### src/rtl/alu_mult_sequencer_pkg.sv
// Shared definitions for the shift-add multiply sequencer: ALU op codes,
// default datapath width and the controller state type.
package alu_mult_sequencer_pkg;

  localparam int unsigned WIDTH_DEF = 32;

  // Op codes shared with ALU_Control; only ADD is issued by the sequencer.
  localparam logic [3:0] ALU_OP_NOP = 4'b0000;
  localparam logic [3:0] ALU_OP_ADD = 4'b0011;

  typedef enum logic [1:0] {
    IDLE = 2'b00,
    RUN  = 2'b01,
    DONE = 2'b10
  } seq_state_t;

endpackage

### src/rtl/alu_mult_sequencer_if.sv
// Bundle between the core/ALU mux and the multiply sequencer.
// master = core side (start, operands, ALU result); slave = sequencer.
interface alu_mult_sequencer_if
  import alu_mult_sequencer_pkg::*;
#(
  parameter int unsigned WIDTH = WIDTH_DEF
);
  logic             start_i;
  logic [WIDTH-1:0] multiplicand_i;
  logic [WIDTH-1:0] multiplier_i;
  logic [WIDTH-1:0] alu_result_i;
  logic             alu_sel_o;
  logic [3:0]       alu_operation_o;
  logic [WIDTH-1:0] alu_a_o;
  logic [WIDTH-1:0] alu_b_o;
  logic             busy_o;
  logic             done_o;
  logic [WIDTH-1:0] product_o;

  modport master (
    output start_i, multiplicand_i, multiplier_i, alu_result_i,
    input  alu_sel_o, alu_operation_o, alu_a_o, alu_b_o, busy_o, done_o, product_o
  );

  modport slave (
    input  start_i, multiplicand_i, multiplier_i, alu_result_i,
    output alu_sel_o, alu_operation_o, alu_a_o, alu_b_o, busy_o, done_o, product_o
  );
endinterface

### src/rtl/alu_mult_sequencer.sv
// Multi-cycle MULT-low controller: shift-add using the shared datapath ALU,
// one ADD per RUN cycle, early exit once the remaining multiplier bits are zero.
module alu_mult_sequencer
  import alu_mult_sequencer_pkg::*;
#(
  parameter int unsigned WIDTH   = WIDTH_DEF,
  parameter int unsigned CNT_W   = 6,
  parameter logic [3:0]  ALU_ADD = ALU_OP_ADD
) (
  input  logic                 clk,
  input  logic                 reset,
  alu_mult_sequencer_if.slave  bus
);

  seq_state_t       state;
  seq_state_t       state_next;
  logic [WIDTH-1:0] acc_r;
  logic [WIDTH-1:0] mcand_r;
  logic [WIDTH-1:0] mplier_r;
  logic [WIDTH-1:0] product_r;
  logic [CNT_W-1:0] cnt_r;
  logic             operands_nonzero;
  logic             run_last;

  assign operands_nonzero = (bus.multiplicand_i != '0) && (bus.multiplier_i != '0);
  assign run_last         = ((mplier_r >> 1) == '0) || (cnt_r == CNT_W'(WIDTH - 1));

  always_ff @(posedge clk or posedge reset) begin
    if (reset) begin
      state <= IDLE;
    end else begin
      state <= state_next;
    end
  end

  always_comb begin
    state_next = state;
    unique case (state)
      IDLE: if (bus.start_i) state_next = operands_nonzero ? RUN : DONE;
      RUN:  if (run_last)    state_next = DONE;
      DONE:                  state_next = IDLE;
      default:               state_next = IDLE;
    endcase
  end

  always_comb begin
    bus.alu_sel_o       = 1'b0;
    bus.alu_operation_o = ALU_OP_NOP;
    bus.alu_a_o         = '0;
    bus.alu_b_o         = '0;
    bus.busy_o          = 1'b0;
    bus.done_o          = 1'b0;
    unique case (state)
      RUN: begin
        bus.alu_sel_o       = 1'b1;
        bus.alu_operation_o = ALU_ADD;
        bus.alu_a_o         = acc_r;
        bus.alu_b_o         = mplier_r[0] ? mcand_r : '0;
        bus.busy_o          = 1'b1;
      end
      DONE: begin
        bus.busy_o = 1'b1;
        bus.done_o = 1'b1;
      end
      default: ;
    endcase
  end

  // product_r is loaded on the edge into DONE (final ALU sum, or 0 on the
  // zero fast path) so it is already valid while done_o is high.
  always_ff @(posedge clk or posedge reset) begin
    if (reset) begin
      acc_r     <= '0;
      mcand_r   <= '0;
      mplier_r  <= '0;
      cnt_r     <= '0;
      product_r <= '0;
    end else begin
      unique case (state)
        IDLE: begin
          if (bus.start_i) begin
            mcand_r  <= bus.multiplicand_i;
            mplier_r <= bus.multiplier_i;
            acc_r    <= '0;
            cnt_r    <= '0;
            if (!operands_nonzero) product_r <= '0;
          end
        end
        RUN: begin
          acc_r    <= bus.alu_result_i;
          mcand_r  <= mcand_r << 1;
          mplier_r <= mplier_r >> 1;
          cnt_r    <= cnt_r + 1'b1;
          if (run_last) product_r <= bus.alu_result_i;
        end
        default: ;
      endcase
    end
  end

  assign bus.product_o = product_r;

endmodule
### src/flat_wrapper.sv
// flat-port wrapper written by rule: the top's interface ports become plain ports
module alu_mult_sequencer_flat import alu_mult_sequencer_pkg::*;
#(
  parameter int unsigned WIDTH   = WIDTH_DEF,
  parameter int unsigned CNT_W   = 6,
  parameter logic [3:0]  ALU_ADD = ALU_OP_ADD
)
  (clk, reset, bus_start_i, bus_multiplicand_i, bus_multiplier_i, bus_alu_result_i, bus_alu_sel_o, bus_alu_operation_o, bus_alu_a_o, bus_alu_b_o, bus_busy_o, bus_done_o, bus_product_o);
  alu_mult_sequencer_if #(.WIDTH(WIDTH)) bus_i ();
  input  logic clk;
  input  logic reset;
  input wire logic [$bits(bus_i.start_i)-1:0] bus_start_i;
  input wire logic [$bits(bus_i.multiplicand_i)-1:0] bus_multiplicand_i;
  input wire logic [$bits(bus_i.multiplier_i)-1:0] bus_multiplier_i;
  input wire logic [$bits(bus_i.alu_result_i)-1:0] bus_alu_result_i;
  output wire logic [$bits(bus_i.alu_sel_o)-1:0] bus_alu_sel_o;
  output wire logic [$bits(bus_i.alu_operation_o)-1:0] bus_alu_operation_o;
  output wire logic [$bits(bus_i.alu_a_o)-1:0] bus_alu_a_o;
  output wire logic [$bits(bus_i.alu_b_o)-1:0] bus_alu_b_o;
  output wire logic [$bits(bus_i.busy_o)-1:0] bus_busy_o;
  output wire logic [$bits(bus_i.done_o)-1:0] bus_done_o;
  output wire logic [$bits(bus_i.product_o)-1:0] bus_product_o;
  assign bus_i.start_i = bus_start_i;
  assign bus_i.multiplicand_i = bus_multiplicand_i;
  assign bus_i.multiplier_i = bus_multiplier_i;
  assign bus_i.alu_result_i = bus_alu_result_i;
  assign bus_alu_sel_o = bus_i.alu_sel_o;
  assign bus_alu_operation_o = bus_i.alu_operation_o;
  assign bus_alu_a_o = bus_i.alu_a_o;
  assign bus_alu_b_o = bus_i.alu_b_o;
  assign bus_busy_o = bus_i.busy_o;
  assign bus_done_o = bus_i.done_o;
  assign bus_product_o = bus_i.product_o;
  alu_mult_sequencer #(.WIDTH(WIDTH), .CNT_W(CNT_W), .ALU_ADD(ALU_ADD)) u_core (.clk(clk), .reset(reset), .bus(bus_i));
endmodule
### config.mk
export PLATFORM = sky130hd
export DESIGN_NAME = alu_mult_sequencer_flat
export DESIGN_NICKNAME = d
export VERILOG_FILES = /design/src/rtl/alu_mult_sequencer_pkg.sv /design/src/rtl/alu_mult_sequencer_if.sv /design/src/rtl/alu_mult_sequencer.sv /design/src/flat_wrapper.sv
export SDC_FILE = /design/constraint.sdc
export NUM_CORES = 1
export LEC_CHECK = 0
export BUFFER_PORTS_ARGS = -buffer_cell sky130_fd_sc_hd__buf_2
export CORE_UTILIZATION = 45
export CTS_CLUSTER_SIZE = 40
export DETAILED_ROUTE_END_ITERATION = 10
export PLACE_DENSITY_LB_ADDON = 0.3
export SKIP_CTS_REPAIR_TIMING = 1
export SLEW_MARGIN = 0
export SYNTH_ARGS = -nofsm -noshare
export SYNTH_HDL_FRONTEND = slang
export SYNTH_SLANG_ARGS = --single-unit
### constraint.sdc
create_clock -name clk -period 6.8 [get_ports clk]
set_input_delay 1.02 -clock clk [delete_from_list [all_inputs] [get_ports clk]]
set_output_delay 1.02 -clock clk [all_outputs]
set_load 0.02 [all_outputs]
==> results.py, run 1 <==
metrics = {
    "global_route": {
        "grt_max_degree": 104,
        "grt_pass1_wl_um": 24600,
        "antenna_found_initial": 0,
        "grt_pass1_vias": 4977,
        "overflow": 0,
        "grt_use_total_pct": 21.6,
    },
    "timing": {
        "fin_crit_ns": 3.75,
        "max_freq_ghz": 0.267,
        "finalSetupViolations": 0,
        "finalCritPeriodShare_pct": 55.1,
        "timing.setup.tns_ns": 0,
        "skew_ns": 0.00715,
        "drv_slew": 0,
        "rsz0062_at_grt": "false",
        "max_slew_margin_pct": 24.1,
        "worst_pin_slew_ns": 1.14,
        "hold_violations": 0,
    },
    "worst_setup_path": {
        "path_cells": "inv_1 -> ha_4 -> buf_4 -> and2_1 -> buf_2",
        "critPathLaunch": "u_core.state[1]",
        "max_stage_delay_ns": 0.78,
        "cp_max_fo": 100,
        "critPathCaptureType": "primary output",
        "crit_path_start_kind": "flip-flop",
        "crit_required_ns": 5.78,
        "worstSetupPathType": "reg -> out",
        "crit_arrival_ns": 2.73,
        "r2r-start": "u_core.state[1]",
        "cp_slowest_cell": "ha_4",
    },
    "pwr": {
        "ir_drop_uv": 253,
        "leakage_uw": 0.00419,
        "power_density_nw_per_um2": 452,
        "switching_share_pct": 40.1,
        "p_seq_share_pct": 38.6,
        "p_int_uw": 2170,
        "p_comb_share_pct": 40.0,
        "clock_power_share_pct": 21.4,
        "p_switching_uw": 1450,
    },
    "synthesis": {
        "synth.avg_cell_area_um2": 9.97,
        "syn_inst": 644,
        "synth_edf_count": 0,
        "synth-seq-cells": 136,
        "synthArstFlopShare_pct": 100,
        "syn_area_um2": 6420,
        "synthFlopType": "dfrtp_1",
        "synth.yosys.warnings": 0,
        "yosysSeqAreaShare_pct": 53.0,
        "synth.distinct_cells": 34,
    },
    "cts": {
        "numCtsBuffers": 17,
        "clk_latency_ns": 0.41,
        "cts_sinks": 136,
        "htreeDepth": 4,
        "clock_path_buffers": 2,
        "cts_root_buf": "clkbuf_16",
        "cts_tree": "done",
        "clk_pin_slew_ns": 0.05,
    },
    "floorplan": {
        "fp.coreArea_um2": 13900,
        "rows": 43,
        "die_x_um": 121,
        "initial_utilization_pct": 46.3,
        "die_area_um2": 14700,
        "ios": 202,
        "fp.dieH_um": 121,
    },
    "final_layout": {
        "post_route_cells_drive_above_1_share_pct": 31.1,
        "antenna_cells": 0,
        "synthToLayoutAreaGrowth_pct": 24.5,
        "final_common_cell": "buf_2",
        "design_area_um2": 7990,
        "final_net_count": 923,
        "final_cell_mix": "buf_2, dfrtp_1, nand2_1",
        "nFillCells": 1293,
    },
    "placed_design": {
        "placed_area_um2": 7510,
        "place_hpwl_um": 10200,
        "portBuffers": 199,
        "finalWeightedCongestion": 0.812,
    },
    "route": {
        "viasPerCell": 5.19,
        "final_antenna_net_count": 0,
        "route.detailed.drc": 0,
        "dr_total_vias": 5241,
        "drt-total-wl_um": 15200,
        "initialDrtViolationCount": 320,
        "post_drt_wl_per_cell_um": 15.0,
        "firstDrtPassIters": 5,
    },
    "worst_hold_path": {
        "min_from": "u_core.acc_r[6]",
        "hp-class": "reg -> reg",
    },
    "run": {
        "max-cap-violations": 0,
    },
    "outcome": {
        "run_status": "finished clean",
    },
}
worst max-delay path: cells and delay by family, from the launching register on:
| kind | cells | cell delay, ns |
|---|---|---|
| AND/OR/NAND/NOR | 1 | 0.21 |
| adder cells (fa/ha/maj) | 1 | 0.78 |
| buffers and inverters | 3 | 0.87 |
| flip-flops | 1 | 0.39 |
state kept, by name (all words and copies together) (netlist names):
name and count:
u_core.state 2, u_core.mplier_r 32, u_core.cnt_r 6, u_core.mcand_r 32, u_core.bus.product_o 32, u_core.acc_r 32
per-stage QoR:
step	power, uW	hold WS, ns	util, %	worst slack (ns)	cells
floorplan	2450	0.442	-	2.14	645
global placement	2820	0.453	54.1	3.56	981
detailed placement	2870	0.466	54.1	3.51	981
CTS	3650	0.478	57.6	3.05	1009
global route	3890	0.513	57.6	2.88	1009
finish	3620	0.472	57.6	3.05	1009
final cells by class:
class                      instances  area (um^2)  share of cell area (%)
sequential                       136         3400                    42.6
multi-input combinational        437         2750                    34.4
timing repair buffer             204         1030                    12.9
clock buffer                      22          454                    5.68
tap                              180          225                    2.82
inverter                          24         95.1                    1.19
clock inverter                     6         30.0                   0.376
power groups by stage:
stage | Clock (uW) | Sequential [uW] | Combinational [uW]
CTS | 793 | 1390 | 1460
finish | 774 | 1390 | 1450
global placement | 0 | 1390 | 1430
detailed placement | 0 | 1400 | 1460
global route | 833 | 1440 | 1620
floorplan | 0 | 1390 | 1060
cells in the mapped netlist, types with 2 or more instances:
cell type	n	share of area [%]
nor4_1	23	2.2
nor2_1	66	3.9
xor2_1	4	0.55
mux2_4	10	2.3
nand2_1	77	4.5
nand4_1	9	0.88
ha_1	4	0.78
o22ai_1	30	2.9
inv_1	24	1.4
buf_1	5	0.29
and3_1	33	3.2
buf_4	4	0.47
buf_2	8	0.62
and2_1	44	4.3
a22o_1	2	0.27
dfrtp_1	136	53
o21ai_0	53	4.1
o21ai_1	2	0.16
a21oi_1	2	0.16
clkbuf_1	30	1.8
mux2_2	14	2.5
mux2i_1	52	8.1
final timing paths:
check	slack [ns]	to	depth (start not counted)
setup / recovery	3.05	bus_alu_a_o[23]	5
hold / removal	0.47	u_core.acc_r[6]	2
setup reg to reg	3.68	u_core.bus.product_o[18]	8
hold reg to reg	0.47	u_core.acc_r[6]	2
max in group asynchronous	4.78	u_core.mplier_r[14]	3
min in group asynchronous	0.67	u_core.mcand_r[3]	2
logic make-up after synthesis:
family,Yosys count,share of synthesized area [%]
other,1,0.0584
and+or+nand+nor,256,19.4
AOI/OAI and AO/OA,95,8.59
buffers and inverters,72,4.72
adders and majority gates,4,0.780
DFF,136,53.0
muxes,76,12.9
xor gates and xnor gates,4,0.546
layer usage:
layer / vias to the layer above / wire length (um) / track usage [%]
met5: - / 0 / 0
met4: 0 / 262 / 8.80
met3: 20 / 1020 / 6.58
met2: 178 / 6980 / 32.6
met1: 2479 / 6900 / 28.8
li1: 2564 / - / -
No activity file was read; power rests on OpenSTA's default activity.
==> run 2, diff against run 1 <==
- ABC_AREA: not set -> 1
- clock period: 6.8 -> 3.2 ns (I/O delays scaled with it)
==> results.py, run 2 <==
metrics = {
    "timing": {
        "max_freq_ghz": 0.406,
        "max_slew_margin_pct": 47.6,
        "worst_pin_slew_ns": 0.782,
        "finalSetupViolations": 0,
        "hold_violations": 0,
        "timing.setup.tns_ns": 0,
        "finalCritPeriodShare_pct": 76.9,
        "skew_ns": 0.0105,
        "fin_crit_ns": 2.46,
        "drv_slew": 0,
        "rsz0062_at_grt": "false",
    },
    "global_route": {
        "grt_pass1_wl_um": 27700,
        "grt_pass1_vias": 5706,
        "grt_use_total_pct": 22.1,
        "grt_max_degree": 137,
        "overflow": 0,
        "antenna_found_initial": 1,
    },
    "final_layout": {
        "nFillCells": 1401,
        "post_route_cells_drive_above_1_share_pct": 23.7,
        "design_area_um2": 8400,
        "final_net_count": 1153,
        "instances_no_fill": 1247,
        "antenna_cells": 0,
        "final_cell_mix": "nand2_1, buf_2, dfrtp_1",
        "final_common_cell": "nand2_1",
        "synthToLayoutAreaGrowth_pct": 25.0,
    },
    "placed_design": {
        "finalWeightedCongestion": 0.790,
        "place_hpwl_um": 10900,
        "placed_area_um2": 7760,
        "portBuffers": 199,
        "dp.cells": 1215,
    },
    "synthesis": {
        "synth.mux.area_fraction_pct": 0,
        "synth_edf_count": 0,
        "synth.distinct_cells": 28,
        "synth_xor_xnor_area_share_pct": 0,
        "synth_compound_area_share_pct": 11.1,
        "post-synth-top-area-cell": "dfrtp_1",
        "synth.yosys.warnings": 0,
        "synthTopCellsByCount": "nand2_1, dfrtp_1, inv_1, nor2_1, o21ai_0",
        "synthTopCellsByArea": "dfrtp_1, nand2_1, inv_1",
        "syn_inst": 875,
        "synth.avg_cell_area_um2": 7.69,
        "synth_top_family_by_area": "simple AND/OR/NAND/NOR gates",
        "synthSimpleGateAreaFrac_pct": 26.5,
        "synth_top_area_share_pct": 50.6,
        "synth-seq-cells": 136,
        "yosysMostFrequentCell": "nand2_1",
        "yosysSeqAreaShare_pct": 50.6,
        "synthAdderAreaFrac_pct": 0.744,
        "synthFlopType": "dfrtp_1",
        "syn_area_um2": 6730,
        "synthArstFlopShare_pct": 100,
    },
    "route": {
        "post_drt_wl_per_cell_um": 13.1,
        "final_antenna_net_count": 0,
        "firstDrtPassIters": 7,
        "initialDrtViolationCount": 442,
        "dr_total_vias": 6164,
        "drt-total-wl_um": 16400,
        "route.detailed.drc": 0,
        "viasPerCell": 4.94,
    },
    "floorplan": {
        "die_area_um2": 15400,
        "initial_utilization_pct": 46.3,
        "rows": 44,
        "die_x_um": 124,
        "ios": 202,
        "fp.coreArea_um2": 14500,
        "fp.dieH_um": 124,
    },
    "outcome": {
        "run_status": "finished clean",
    },
    "worst_setup_path": {
        "critPathBufInv": 4,
        "crit_path_frequent_cell": "inv_1",
        "r2r_slack_ns": 0.94,
        "crit_arrival_ns": 1.98,
        "critPathCaptureType": "primary output",
        "crit_path_start_kind": "flip-flop",
        "cp_max_fo": 55,
        "cp_slowest_cell": "buf_4",
        "crit_family": "buffers and inverters",
        "max_stage_delay_ns": 0.46,
        "crit_required_ns": 2.72,
        "path_cells": "inv_1 -> ha_4 -> buf_4 -> nand2_1 -> inv_1 -> buf_2",
        "worstSetupPathType": "reg -> out",
    },
    "pwr": {
        "power_density_nw_per_um2": 1060,
        "leakage_uw": 0.00484,
        "ir_drop_uv": 511,
    },
    "cts": {
        "cts_tree": "done",
        "clk_latency_ns": 0.42,
        "clock_path_buffers": 2,
        "numCtsBuffers": 17,
        "cts_sinks": 136,
        "htreeDepth": 4,
        "cts_root_buf": "clkbuf_16",
        "clk_pin_slew_ns": 0.06,
    },
    "run": {
        "max-cap-violations": 0,
    },
    "worst_hold_path": {
        "hp-class": "in -> async",
    },
}
## run 2: changes by cell type in the layout (fill, tap and decap cells not counted), sizes merged, moves of 28 or more
cell / delta
mux2i: -52
o221ai: +28
nor2: +54
nand3: +34
inv: +93
and3: -33
nand2: +208
and2: -44
o22ai: -30
## run 2: power by group
group / internal, uW / leakage, uW / switching [uW]
Clock: 1390 / 0.000315 / 736
Sequential: 2520 / 0.00173 / 439
Combinational: 1160 / 0.00280 / 2620
Total: 5080 / 0.00484 / 3790
## run 2: tightest hold or removal path: stages
cell	delay [ns]
buf_2	0.11
clkinvlp_4	0.07
buf_12	0.52
## run 2: layout make-up
cell class / instances / area, um^2 / area share (%)
clock buffer: 18 / 439 / 5.23
clock inverter: 14 / 204 / 2.43
inverter: 119 / 453 / 5.39
multi-input combinational: 568 / 2600 / 30.9
sequential: 136 / 3400 / 40.5
tap: 184 / 230 / 2.74
timing repair buffer: 208 / 1080 / 12.8
## run 2: per-layer routing
metal	part of all wire, %	wire, um	vias to the layer above	track usage (%)
met3	6.0	990	18	5.37
met1	46	7490	2836	30.6
met4	1.6	257	0	7.87
li1	-	-	3092	-
met5	0	0	-	0
met2	47	7650	218	33.7
## run 2: logic make-up after synthesis
family	after synthesis
AOI/OAI and AO/OA	114
adders and majority gates	4
buffers and inverters	172
DFF	136
other	1
and+or+nand+nor	448
## run 2: stage by stage
stage / hold WS, ns / worst slack [ns] / utilization (%) / total power [uW]
after floorplan: 0.453 / 0.964 / - / 5830
after global placement: 0.451 / 0.968 / 53.4 / 6700
after detailed placement: 0.454 / 0.910 / 53.4 / 6780
after CTS: 0.270 / 0.713 / 57.8 / 8940
after global routing: 0.285 / 0.574 / 57.8 / 9560
final: 0.277 / 0.739 / 57.8 / 8870
## run 2: path summary, 6_finish.rpt
path                                     startpoint                  endpoint  depth (start not counted)
setup reg to reg                    u_core.state[0]  u_core.bus.product_o[16]                         10
max in group asynchronous                     reset         u_core.mcand_r[4]                          3
min in group clk              bus_multiplicand_i[0]         u_core.mcand_r[0]                          3
setup / recovery                    u_core.state[1]            bus_alu_a_o[4]                          6
hold reg to reg            u_core.bus.product_o[29]  u_core.bus.product_o[29]                          2
hold / removal                                reset          u_core.acc_r[21]                          3
==> run 3, diff against run 2 <==
- clock period: 3.2 -> 2.3 ns (I/O delays scaled with it)
==> results.py, run 3 (synthesized netlist as in run 2, its figures left out) <==
metrics = {
    "timing": {
        "drv_slew": 0,
        "worst_pin_slew_ns": 0.552,
        "max_slew_margin_pct": 63.1,
        "skew_ns": 0.00867,
        "timing.setup.tns_ns": -0.0437,
        "rsz0062_at_grt": "true",
        "finalSetupViolations": 3,
        "hold_violations": 0,
        "finalWorstSetupSlack_ns": -0.0228,
        "finalCritPeriodShare_pct": 101,
        "fin_crit_ns": 2.32,
        "max_freq_ghz": 0.431,
    },
    "worst_setup_path": {
        "max_stage_delay_ns": 0.44,
        "cp_slowest_cell": "buf_4",
        "crit_path_frequent_cell": "inv_1",
        "critPathCaptureType": "primary output",
        "path_cells": "inv_1 -> ha_4 -> buf_4 -> nand2_1 -> inv_1 -> buf_2",
        "crit_path_start_kind": "flip-flop",
        "worstSetupPathType": "reg -> out",
        "r2r_slack_ns": 0.27,
        "cp_max_fo": 47,
        "crit_required_ns": 1.96,
        "crit_arrival_ns": 1.98,
    },
    "worst_hold_path": {
        "hp-class": "in -> reg",
    },
    "placed_design": {
        "finalWeightedCongestion": 0.792,
        "post-place-ws_ns": 0.0853,
        "portBuffers": 199,
        "place_hpwl_um": 11500,
        "dp.cells": 1221,
    },
    "run": {
        "max-cap-violations": 0,
    },
    "floorplan": {
        "fp.coreArea_um2": 14500,
        "rows": 44,
        "die_x_um": 124,
        "die_area_um2": 15400,
        "ios": 202,
        "fp.dieH_um": 124,
        "initial_utilization_pct": 46.3,
    },
    "route": {
        "initialDrtViolationCount": 410,
        "dr_total_vias": 6225,
        "viasPerCell": 4.95,
        "route.detailed.drc": 0,
        "final_antenna_net_count": 0,
        "drt-total-wl_um": 17000,
        "post_drt_wl_per_cell_um": 13.5,
        "firstDrtPassIters": 5,
    },
    "pwr": {
        "power_density_nw_per_um2": 1460,
        "ir_drop_uv": 669,
        "leakage_uw": 0.00487,
    },
    "global_route": {
        "overflow": 0,
        "gr-usage-met3_pct": 6.83,
        "grt_pass1_wl_um": 27900,
        "grt_use_total_pct": 22.4,
        "grt.met1_usage_pct": 30.4,
        "grt_busiest_layer": "met2",
        "grt_pass1_vias": 5783,
        "grt_max_degree": 79,
        "grtUsageMet2_pct": 34.8,
        "antenna_found_initial": 2,
    },
    "final_layout": {
        "utilization_pct": 58.4,
        "post_route_cells_drive_above_1_share_pct": 23.7,
        "nFillCells": 1375,
        "synthToLayoutAreaGrowth_pct": 26.1,
        "final_common_cell": "nand2_1",
        "final_net_count": 1161,
        "final_cell_mix": "nand2_1, buf_2, dfrtp_1",
        "instances_no_fill": 1257,
    },
    "outcome": {
        "run_status": "complete, but fails checks",
        "violations": "negative setup slack",
    },
    "cts": {
        "numCtsBuffers": 17,
        "clk_pin_slew_ns": 0.06,
        "cts_sinks": 136,
        "cts_tree": "done",
        "cts_root_buf": "clkbuf_16",
        "htreeDepth": 4,
        "clk_latency_ns": 0.42,
        "clock_path_buffers": 2,
    },
}
## run 3: final cells by class
type | count | area [um^2] | share of cell area, %
Sequential cell | 136 | 3400 | 40.1
Multi-Input combinational cell | 569 | 2620 | 30.9
Timing Repair Buffer | 215 | 1170 | 13.8
Clock buffer | 23 | 458 | 5.40
Inverter | 119 | 453 | 5.34
Tap cell | 184 | 230 | 2.71
Clock inverter | 9 | 148 | 1.74
Antenna cell | 2 | 5.00 | 0.0590
## run 3: per-layer routing
layer  vias to the layer above  wire length, um
met1                      2907             7780
met4                         0              134
li1                       3107                -
met2                       201             7960
met5                         -                0
met3                        10             1120
## run 3: stage by stage
step                cell area, um^2  hold slack, ns  total power, uW
CTS                            8440         -0.0738            12400
detailed placement             7830           0.371             9510
floorplan                      6730           0.453             8120
global route                   8480           0.146            13400
finish                         8480           0.151            12400
global placement               7830           0.369             9380
## run 3: worst paths after layout
| check | from | endpoint | depth (start not counted) |
|---|---|---|---|
| worst max-delay path | u_core.state[1] | bus_alu_a_o[1] | 6 |
| worst min-delay path | bus_multiplicand_i[15] | u_core.mcand_r[15] | 3 |
| worst max register to register | u_core.state[0] | u_core.mplier_r[30] | 9 |
| worst min register to register | u_core.bus.product_o[12] | u_core.bus.product_o[12] | 2 |
| max in group asynchronous | reset | u_core.cnt_r[2] | 4 |
| min in group asynchronous | reset | u_core.bus.product_o[18] | 3 |
## run 3: power by group
part	internal, uW	switching (uW)	leakage (uW)
clock network	1830	985	0.000295
logic	1710	3790	0.00284
registers	3510	585	0.00173
total	7050	5360	0.00487
## run 3: worst max-delay path, delay by kind of cell (launching register included)
family                     cells  cell delay (ns)
buffers and inverters          4             0.79
adders and majority gates      1             0.20
and+or+nand+nor                1             0.16
DFF                            1             0.40
